`src/rtl/ps2_led_cmd.sv`:
```
// PS/2 host LED command sequencer: sends 0xED then the LED mask, waits for a device
// ACK after each byte, retries on RESEND or ACK timeout, and coalesces requests made while busy.
module ps2_led_cmd #(
  parameter int unsigned ACK_TIMEOUT = 24000,
  parameter int unsigned TMO_W       = 16,
  parameter int unsigned MAX_RETRY   = 3
) (
  input  logic       clk,
  input  logic       reset,
  input  logic [2:0] leds,
  input  logic       led_update,
  input  logic       tx_busy,
  output logic       tx_wren,
  output logic [7:0] tx_d,
  input  logic       rx_valid,
  input  logic [7:0] rx_data,
  output logic       busy,
  output logic       error
);

  localparam int unsigned RETRY_W = (MAX_RETRY < 1) ? 1 : $clog2(MAX_RETRY + 1);
  localparam logic [7:0] CMD_SET_LEDS = 8'hED;
  localparam logic [7:0] RSP_ACK      = 8'hFA;
  localparam logic [7:0] RSP_RESEND   = 8'hFE;
  localparam logic [TMO_W-1:0]   TMO_LIMIT = TMO_W'(ACK_TIMEOUT);
  localparam logic [RETRY_W-1:0] RETRY_MAX = RETRY_W'(MAX_RETRY);

  typedef enum logic [2:0] {
    ST_IDLE, ST_SEND, ST_TXWAIT, ST_TXRUN, ST_ACKWAIT, ST_RETRY
  } state_t;

  state_t             state, state_nxt;
  logic [7:0]         cur, cur_nxt;
  logic               arg_phase, arg_phase_nxt;
  logic               resend_path, resend_path_nxt;
  logic [RETRY_W-1:0] retry, retry_nxt;
  logic [TMO_W-1:0]   timer, timer_nxt, timer_inc;
  logic               pending, pending_nxt;
  logic [2:0]         mask, mask_nxt;
  logic               tx_wren_nxt, busy_nxt, error_nxt;
  logic [7:0]         tx_d_nxt;

  // State, context and registered outputs
  always_ff @(posedge clk) begin
    if (reset) begin
      state       <= ST_IDLE;
      cur         <= '0;
      arg_phase   <= 1'b0;
      resend_path <= 1'b0;
      retry       <= '0;
      timer       <= '0;
      pending     <= 1'b0;
      mask        <= '0;
      tx_wren     <= 1'b0;
      tx_d        <= '0;
      busy        <= 1'b0;
      error       <= 1'b0;
    end else begin
      state       <= state_nxt;
      cur         <= cur_nxt;
      arg_phase   <= arg_phase_nxt;
      resend_path <= resend_path_nxt;
      retry       <= retry_nxt;
      timer       <= timer_nxt;
      pending     <= pending_nxt;
      mask        <= mask_nxt;
      tx_wren     <= tx_wren_nxt;
      tx_d        <= tx_d_nxt;
      busy        <= busy_nxt;
      error       <= error_nxt;
    end
  end

  // Saturating increment; a timeout fires on the cycle the count reaches the limit
  assign timer_inc = (timer == TMO_LIMIT) ? timer : timer + TMO_W'(1);

  always_comb begin
    state_nxt       = state;
    cur_nxt         = cur;
    arg_phase_nxt   = arg_phase;
    resend_path_nxt = resend_path;
    retry_nxt       = retry;
    timer_nxt       = timer;
    pending_nxt     = pending;
    mask_nxt        = led_update ? leds : mask;
    error_nxt       = 1'b0;

    case (state)
      ST_IDLE: begin
        if (pending && !tx_busy) begin
          state_nxt     = ST_SEND;
          cur_nxt       = CMD_SET_LEDS;
          arg_phase_nxt = 1'b0;
          retry_nxt     = '0;
          pending_nxt   = 1'b0;
        end
      end
      ST_SEND: begin
        timer_nxt = '0;
        state_nxt = ST_TXWAIT;
      end
      ST_TXWAIT: state_nxt = ST_TXRUN;
      ST_TXRUN: begin
        if (!tx_busy) begin
          state_nxt = ST_ACKWAIT;
          timer_nxt = '0;
        end else begin
          timer_nxt = timer_inc;
          if (timer_inc == TMO_LIMIT) begin
            state_nxt       = ST_RETRY;
            resend_path_nxt = 1'b0;
          end
        end
      end
      ST_ACKWAIT: begin
        timer_nxt = timer_inc;
        // A received byte takes priority over a same-cycle timeout
        if (rx_valid && rx_data == RSP_ACK) begin
          if (!arg_phase) begin
            cur_nxt       = {5'b0, mask};
            arg_phase_nxt = 1'b1;
            state_nxt     = ST_SEND;
          end else begin
            state_nxt = ST_IDLE;
          end
        end else if (rx_valid && rx_data == RSP_RESEND) begin
          state_nxt       = ST_RETRY;
          resend_path_nxt = 1'b1;
        end else if (timer_inc == TMO_LIMIT) begin
          state_nxt       = ST_RETRY;
          resend_path_nxt = 1'b0;
        end
      end
      ST_RETRY: begin
        if (retry == RETRY_MAX) begin
          error_nxt = 1'b1;
          state_nxt = ST_IDLE;
        end else if (!tx_busy) begin
          retry_nxt = retry + RETRY_W'(1);
          state_nxt = ST_SEND;
          if (!resend_path) begin
            cur_nxt       = CMD_SET_LEDS;
            arg_phase_nxt = 1'b0;
          end
        end
      end
      default: state_nxt = ST_IDLE;
    endcase

    // Applied last so a request in the launch cycle keeps pending set
    if (led_update) pending_nxt = 1'b1;

    tx_wren_nxt = (state_nxt == ST_SEND);
    tx_d_nxt    = tx_wren_nxt ? cur_nxt : tx_d;
    busy_nxt    = (state_nxt != ST_IDLE);
  end

endmodule

```
`config.mk`:
```
export PLATFORM = sky130hd
export DESIGN_NAME = ps2_led_cmd
export DESIGN_NICKNAME = d
export VERILOG_FILES = /design/src/rtl/ps2_led_cmd.sv
export SDC_FILE = /design/constraint.sdc
export NUM_CORES = 1
export LEC_CHECK = 0
export BUFFER_PORTS_ARGS = -buffer_cell sky130_fd_sc_hd__buf_2
export CAP_MARGIN = 20
export CORE_UTILIZATION = 34
export CTS_BUF_LIST = sky130_fd_sc_hd__clkbuf_8
export CTS_CLUSTER_DIAMETER = 120
export DETAILED_ROUTE_END_ITERATION = 8
export GPL_ROUTABILITY_DRIVEN = 0
export GPL_TIMING_DRIVEN = 0
export REMOVE_ABC_BUFFERS = 1
export SYNTH_ARGS = -nofsm -noshare
export SYNTH_HDL_FRONTEND = slang
export SYNTH_SLANG_ARGS = --single-unit
```
`constraint.sdc`:
```
create_clock -name clk -period 2.25 [get_ports clk]
set_input_delay 0 -clock clk [delete_from_list [all_inputs] [get_ports clk]]
set_output_delay 0 -clock clk [all_outputs]
set_load 0.03 [all_outputs]
```
==> flow_summary.ini, run 1 <==
[drt]
vias = 2216
viasPerCell = 5.289
routed_wirelength_mm = 5.736
dr.pass1.iters = 4
postRouteAntennaNets = 0
drc = 0
routedWlPerCell_um = 13.69
drt_iter0_markers = 151

[synth]
synthTopCellsByCount = dfxtp_1 (46), nor2_1 (43), a21oi_1 (20), nand2_1 (20)
syn_avg_cell_area_um2 = 8.298
yosys.cell_types.count = 60
synth_edf_count = 0
postSynth.asyncResetShare = 0
synth.most_common_cell = dfxtp_1
synth_top_cell_by_area = dfxtp_1
synth_top_area_share = 0.3749
synth_cells = 296
synth-seq-cells = 46
yosysSeqAreaShare = 0.3749
synth_area_leaders = dfxtp_1 (37%), nor2_1 (6.6%), a21oi_1 (4.1%)
synth_flop_cell = dfxtp_1
yosysWarnings = 0
synthesis.area_mm2 = 0.002456

[layout]
fin_cells = 419
layout-drive-gt1-share = 0.2446
seqCellArea_um2 = 940.9
final.fill_count = 688
diodes = 0
fin_area_mm2 = 0.002907
syn_to_final_growth_pct = 18.34
multi_input_area_mm2 = 0.001483
fin_nets = 341

[sta]
setup_viol = 0
post-route-period-util = 0.9726
slew_headroom = 0.4309
rsz0062_at_grt = yes
worst_clock_skew_ps = 9.913
post-route-min-period_ps = 2188
max_clock_freq_ghz = 0.4570
worstMarginPinSlew_ps = 853.6
slew_viol_final = 0
fin_tns_setup_ps = 0
final_hold_viol_count = 0

[floorplanning]
num_rows = 30
die-area_mm2 = 0.007568
fp.dieH_um = 87.00
core_area_mm2 = 0.006869
start_util = 0.3576
io_pins = 27
die_w_um = 87.00

[power_and_ir_drop]
pwr_density_cell_mw_per_mm2 = 620.7
vdd_drop_max_uv = 279.6
p_leak_uw = 0.001088

[cts]
cts_root_buf = clkbuf_8
cts.clk_slew.worst_paths_ps = 100
cts_buffers = 5
cts.sinks = 46
cts_tree = yes
clk_latency_ps = 310
ctsLongestPathBuffers = 2
htree_levels = 2

[critical_path]
critPathRequiredTime_ps = 2500
crit_path_top_delay_cell = or4b_1
worstPathArrival_ps = 2440
crit_path_cell_trace = or4b_1 > nor4_4 > xnor2_1 > or2_4 > o32a_1 > nand4_1
critPathMaxFanout = 9
cp_slowest_stage_delay_ps = 570
start_kind = flop
critPathCaptureType = flop
worstSetupPathType = reg2reg

[job]
max_cap_viol_count = 0

[global_route]
antenna_found_initial = 0
overflow = 0
grt_usage = 0.1617
grt_max_degree = 48
grt_pass1_vias = 2012
grt_first_pass_wirelength_mm = 9.818

[placement]
post-place-cells = 402
place_area_mm2 = 0.002645
portBuffers = 26
dp_hpwl_mm = 3.825

[min_path]
min_path_type = in2reg

[status]
status = complete, no violations
==> metal layers <==
metal | GRT usage | wire [µm] | vias to the layer above
li1 | - | - | 1129
met1 | 0.2334 | 2929 | 1052
met2 | 0.2462 | 2618 | 33
met3 | 0.02559 | 149 | 2
met4 | 0.04848 | 38 | 0
met5 | 0 | 0 | -
==> critical path: cells and delay by family, from the launching register on <==
family	cells	cell delay, ps
compound gates	1	350
xor+xnor	1	140
flops	1	400
simple gates	4	1240
==> worst paths after layout <==
path                            cells past startpoint  slack (ps)      start       end
worst max-delay path                                6          60  timer[13]      busy
worst min register to register                      2         500     cur[6]    cur[6]
worst max register to register                      6          60  timer[13]      busy
worst min-delay path                                3          50    tx_busy  state[1]
==> sequential cells by signal (all words and copies together) (netlist names) <==
register,cells
state,3
retry,2
tx_wren,1
mask,3
arg_phase,1
busy,1
error,1
timer,16
cur,8
pending,1
resend_path,1
tx_d,8
==> power breakdown <==
group          total [µW]  switching [µW]  internal, µW
registers             894            37.0           857
clock network         553             322           231
logic                 357             227           129
==> per-stage QoR <==
step	total power, µW	utilization	worst slack, ps	hold WS (ps)
after floorplan	1136	-	16.50	69.07
after global placement	1244	0.3823	-273.2	234.3
after detailed placement	1254	0.3851	-275.1	247.5
after CTS	1817	0.4104	-62.44	39.23
after global routing	1907	0.4231	-78.48	64.77
final	1804	0.4231	61.61	49.74
==> layout by cell type, fill, tap and decap left out, types with 3 or more instances in the layout <==
cell | synthesis | layout
dlygate4sd3_1 | 0 | 4
nand3_1 | 7 | 7
nor2b_1 | 9 | 9
inv_1 | 11 | 11
nand2b_1 | 3 | 3
nor4_4 | 1 | 3
inv_6 | 0 | 3
nand4b_1 | 3 | 3
dfxtp_1 | 46 | 38
buf_2 | 3 | 26
nor3_1 | 10 | 10
nand4_1 | 5 | 5
nor2_1 | 43 | 42
mux2i_1 | 6 | 6
o21ai_0 | 12 | 12
a41oi_1 | 3 | 3
a311oi_1 | 5 | 5
a31oi_1 | 3 | 3
nand2_1 | 20 | 20
buf_4 | 0 | 6
clkbuf_8 | 0 | 5
dfxtp_4 | 0 | 4
mux2_2 | 8 | 8
nand3b_1 | 3 | 3
dfxtp_2 | 0 | 4
a21oi_1 | 20 | 19
a22oi_1 | 3 | 3
a211oi_1 | 5 | 5
nor4_1 | 5 | 5
==> what timing repair did <==
| item | in CTS | in global routing |
|---|---|---|
| endpoints found under the hold margin | 4 | 0 |
| setup buffers | 1 | 4 |
| hold buffers | 4 | 0 |
| pin swaps | 2 | 4 |
| gates resized for setup | 8 | 16 |
| setup endpoints to repair | 12 | 23 |
==> kinds of logic (layout without fill, tap and decap cells) <==
group                    Yosys count  count (layout)  synth area share
AND/OR/NAND/NOR                  133             133            0.2980
buffers and inverters             29              56           0.04941
XOR/XNOR                           4               4           0.01427
AO/OA/AOI/OAI                     67              67            0.1870
multiplexers                      14              14           0.06113
flip-flops                        46              46            0.3749
adder cells (fa/ha/maj)            3               3           0.01528
==> area by class of cell <==
cell class | count | area share
clock inverters | 3 | 0.009040
repair buffers | 37 | 0.07792
inverters | 11 | 0.01421
flip-flops and latches | 46 | 0.3237
well taps | 96 | 0.04133
multi-input cells | 221 | 0.5101
clock buffers | 5 | 0.02368
Note: power is estimated with default switching activity, not from simulation.
==> run 2: changes to the inputs <==
Settings changed: CORE_UTILIZATION 34 to 40.
==> run 2 against run 1 <==
  * The run now ends with negative setup slack left
  * Clock power down 1%
  * Cell area up 0.39%
  * Cell count down 4.8%
  * Combinational power about the same
  * Clock skew down 2.2 ps
  * Global-route usage up 2.4 points
  * First-iteration DRC count up 0.66%
  * Via count up 0.18%
  * Sequential share of layout area down 0.34 points
  * Largest cell class unchanged
  * Largest power group unchanged
  * Highest routed layer unchanged
==> flow_summary.ini, run 2 (synthesis gave the netlist of run 1 again) <==
[power_and_ir_drop]
vdd_drop_max_uv = 288.6
combPwrFrac = 0.199
sequentialPowerShare = 0.498
pwr_density_cell_mw_per_mm2 = 617.3
p_switching_uw = 577.2
swShare = 0.3204
p_leak_uw = 0.001098
clkPwrFrac = 0.303
intPower_uw = 1224

[global_route]
grt_max_degree = 48
grt_first_pass_wirelength_mm = 9.363
grt_util_met2 = 0.2907
grt_use_met3 = 0.03409
antenna_found_initial = 0
grt_pass1_vias = 1996
busiest_layer = met2
use_met1 = 0.2566
grt_usage = 0.1853
overflow = 0

[cts]
cts_root_buf = clkbuf_8
cts_tree = yes
clk_latency_ps = 300
cts.sinks = 46
cts_buffers = 5
htree_levels = 2
cts.clk_slew.worst_paths_ps = 100
ctsLongestPathBuffers = 2

[critical_path]
critPathCaptureType = flop
critPathMaxFanout = 7
critPathRequiredTime_ps = 2440
worstPathArrival_ps = 2470
worstSetupPathType = reg2reg
start_kind = flop

[layout]
layout-drive-gt1-share = 0.2500
syn_to_final_growth_pct = 18.80
final.fill_count = 562
fin_nets = 342
largest_register = timer
fin_cells = 399
largest_register_ffs = 16
final_common_cell = nor2_1
diodes = 0
final_cell_mix = nor2_1 (42), dfxtp_1 (39), buf_2 (26)
reg.largest.list = timer (16), cur (8), tx_d (8)

[drt]
routedWlPerCell_um = 14.29
routed_wirelength_mm = 5.700
drc = 0
postRouteAntennaNets = 0
viasPerCell = 5.564
drt_iter0_markers = 152
vias = 2220
dr.pass1.iters = 4

[sta]
post-route-period-util = 1.017
worst_clock_skew_ps = 7.738
fin_tns_setup_ps = -37.51
setup_viol = 1
slew_viol_final = 0
postLayoutSetupSlackWorst_ps = -37.51
final_hold_viol_count = 0
worstMarginPinSlew_ps = 842.7
post-route-min-period_ps = 2288
max_clock_freq_ghz = 0.4372
rsz0062_at_grt = yes
slew_headroom = 0.4382

[status]
status = finished, violations left
violations = negative setup slack

[floorplanning]
start_util = 0.4148
die-area_mm2 = 0.006458
die_w_um = 80.36
fp.dieH_um = 80.36
core_area_mm2 = 0.005921
num_rows = 28
io_pins = 27

[placement]
post-place-cells = 381
dp_hpwl_mm = 3.887
dp_slack_ps = -241.0
portBuffers = 26

[job]
max_cap_viol_count = 0

[min_path]
min_path_type = in2reg
[run 2: changes by cell type in the layout (fill, tap and decap cells not counted), sizes merged]
cell	previous run	this run
buf	33	34
[run 2: routing by layer]
layer | part of all wire | routed length, µm | up-vias
li1 | - | - | 1127
met1 | 0.50 | 2846 | 1032
met2 | 0.44 | 2536 | 56
met3 | 0.044 | 249 | 5
met4 | 0.012 | 68 | 0
met5 | 0 | 0 | -
[run 2: final timing paths]
path | depth (start not counted) | to | start | slack [ps]
worst max-delay path | 8 | busy | timer[0] | -40
worst min-delay path | 3 | state[1] | tx_busy | 50
worst max register to register | 8 | busy | timer[0] | -40
worst min register to register | 1 | timer[0] | timer[0] | 500
[run 2: power groups by stage]
stage,Clock [µW],Sequential (µW),Combinational [µW]
global placement,0,915,325
detailed placement,0,915,333
finish,546,897,359
floorplan,0,946,190
CTS,566,898,343
global route,595,905,399
[run 2: area by class of cell]
| cell class | instances | area [µm²] | area share |
|---|---|---|---|
| Sequential cell | 46 | 934.6 | 0.3203 |
| Timing Repair Buffer | 38 | 234.0 | 0.08019 |
| Tap cell | 75 | 93.84 | 0.03216 |
| Clock inverter | 3 | 26.28 | 0.009005 |
| Multi-Input combinational cell | 221 | 1519 | 0.5206 |
| Inverter | 11 | 41.29 | 0.01415 |
| Clock buffer | 5 | 68.82 | 0.02358 |
[run 2: metrics by stage]
step | util | area, µm² | hold slack (ps) | power, µW
after floorplan | - | 2376 | 69.07 | 1136
after global placement | 0.4391 | 2600 | 232.7 | 1240
after detailed placement | 0.4423 | 2619 | 248.1 | 1248
after CTS | 0.4738 | 2805 | 32.70 | 1807
after global routing | 0.4928 | 2918 | 65.36 | 1899
final | 0.4928 | 2918 | 45.69 | 1801
[run 2: repair_timing]
action                     in CTS  in global routing
buffers inserted                2                  4
pin swaps                       3                 12
hold endpoints to repair        4                  0
setup endpoints to repair      13                 13
hold buffers                    4                  0
resized for setup               9                 17
[run 2: critical path: stages, from the launching register on]
cell and delay (ps):
dfxtp_4 380, inv_2 70, ha_4 120, or4b_4 460, nor4_4 340, xnor2_1 140, or2_4 280, o311ai_4 270
nand4_1 120
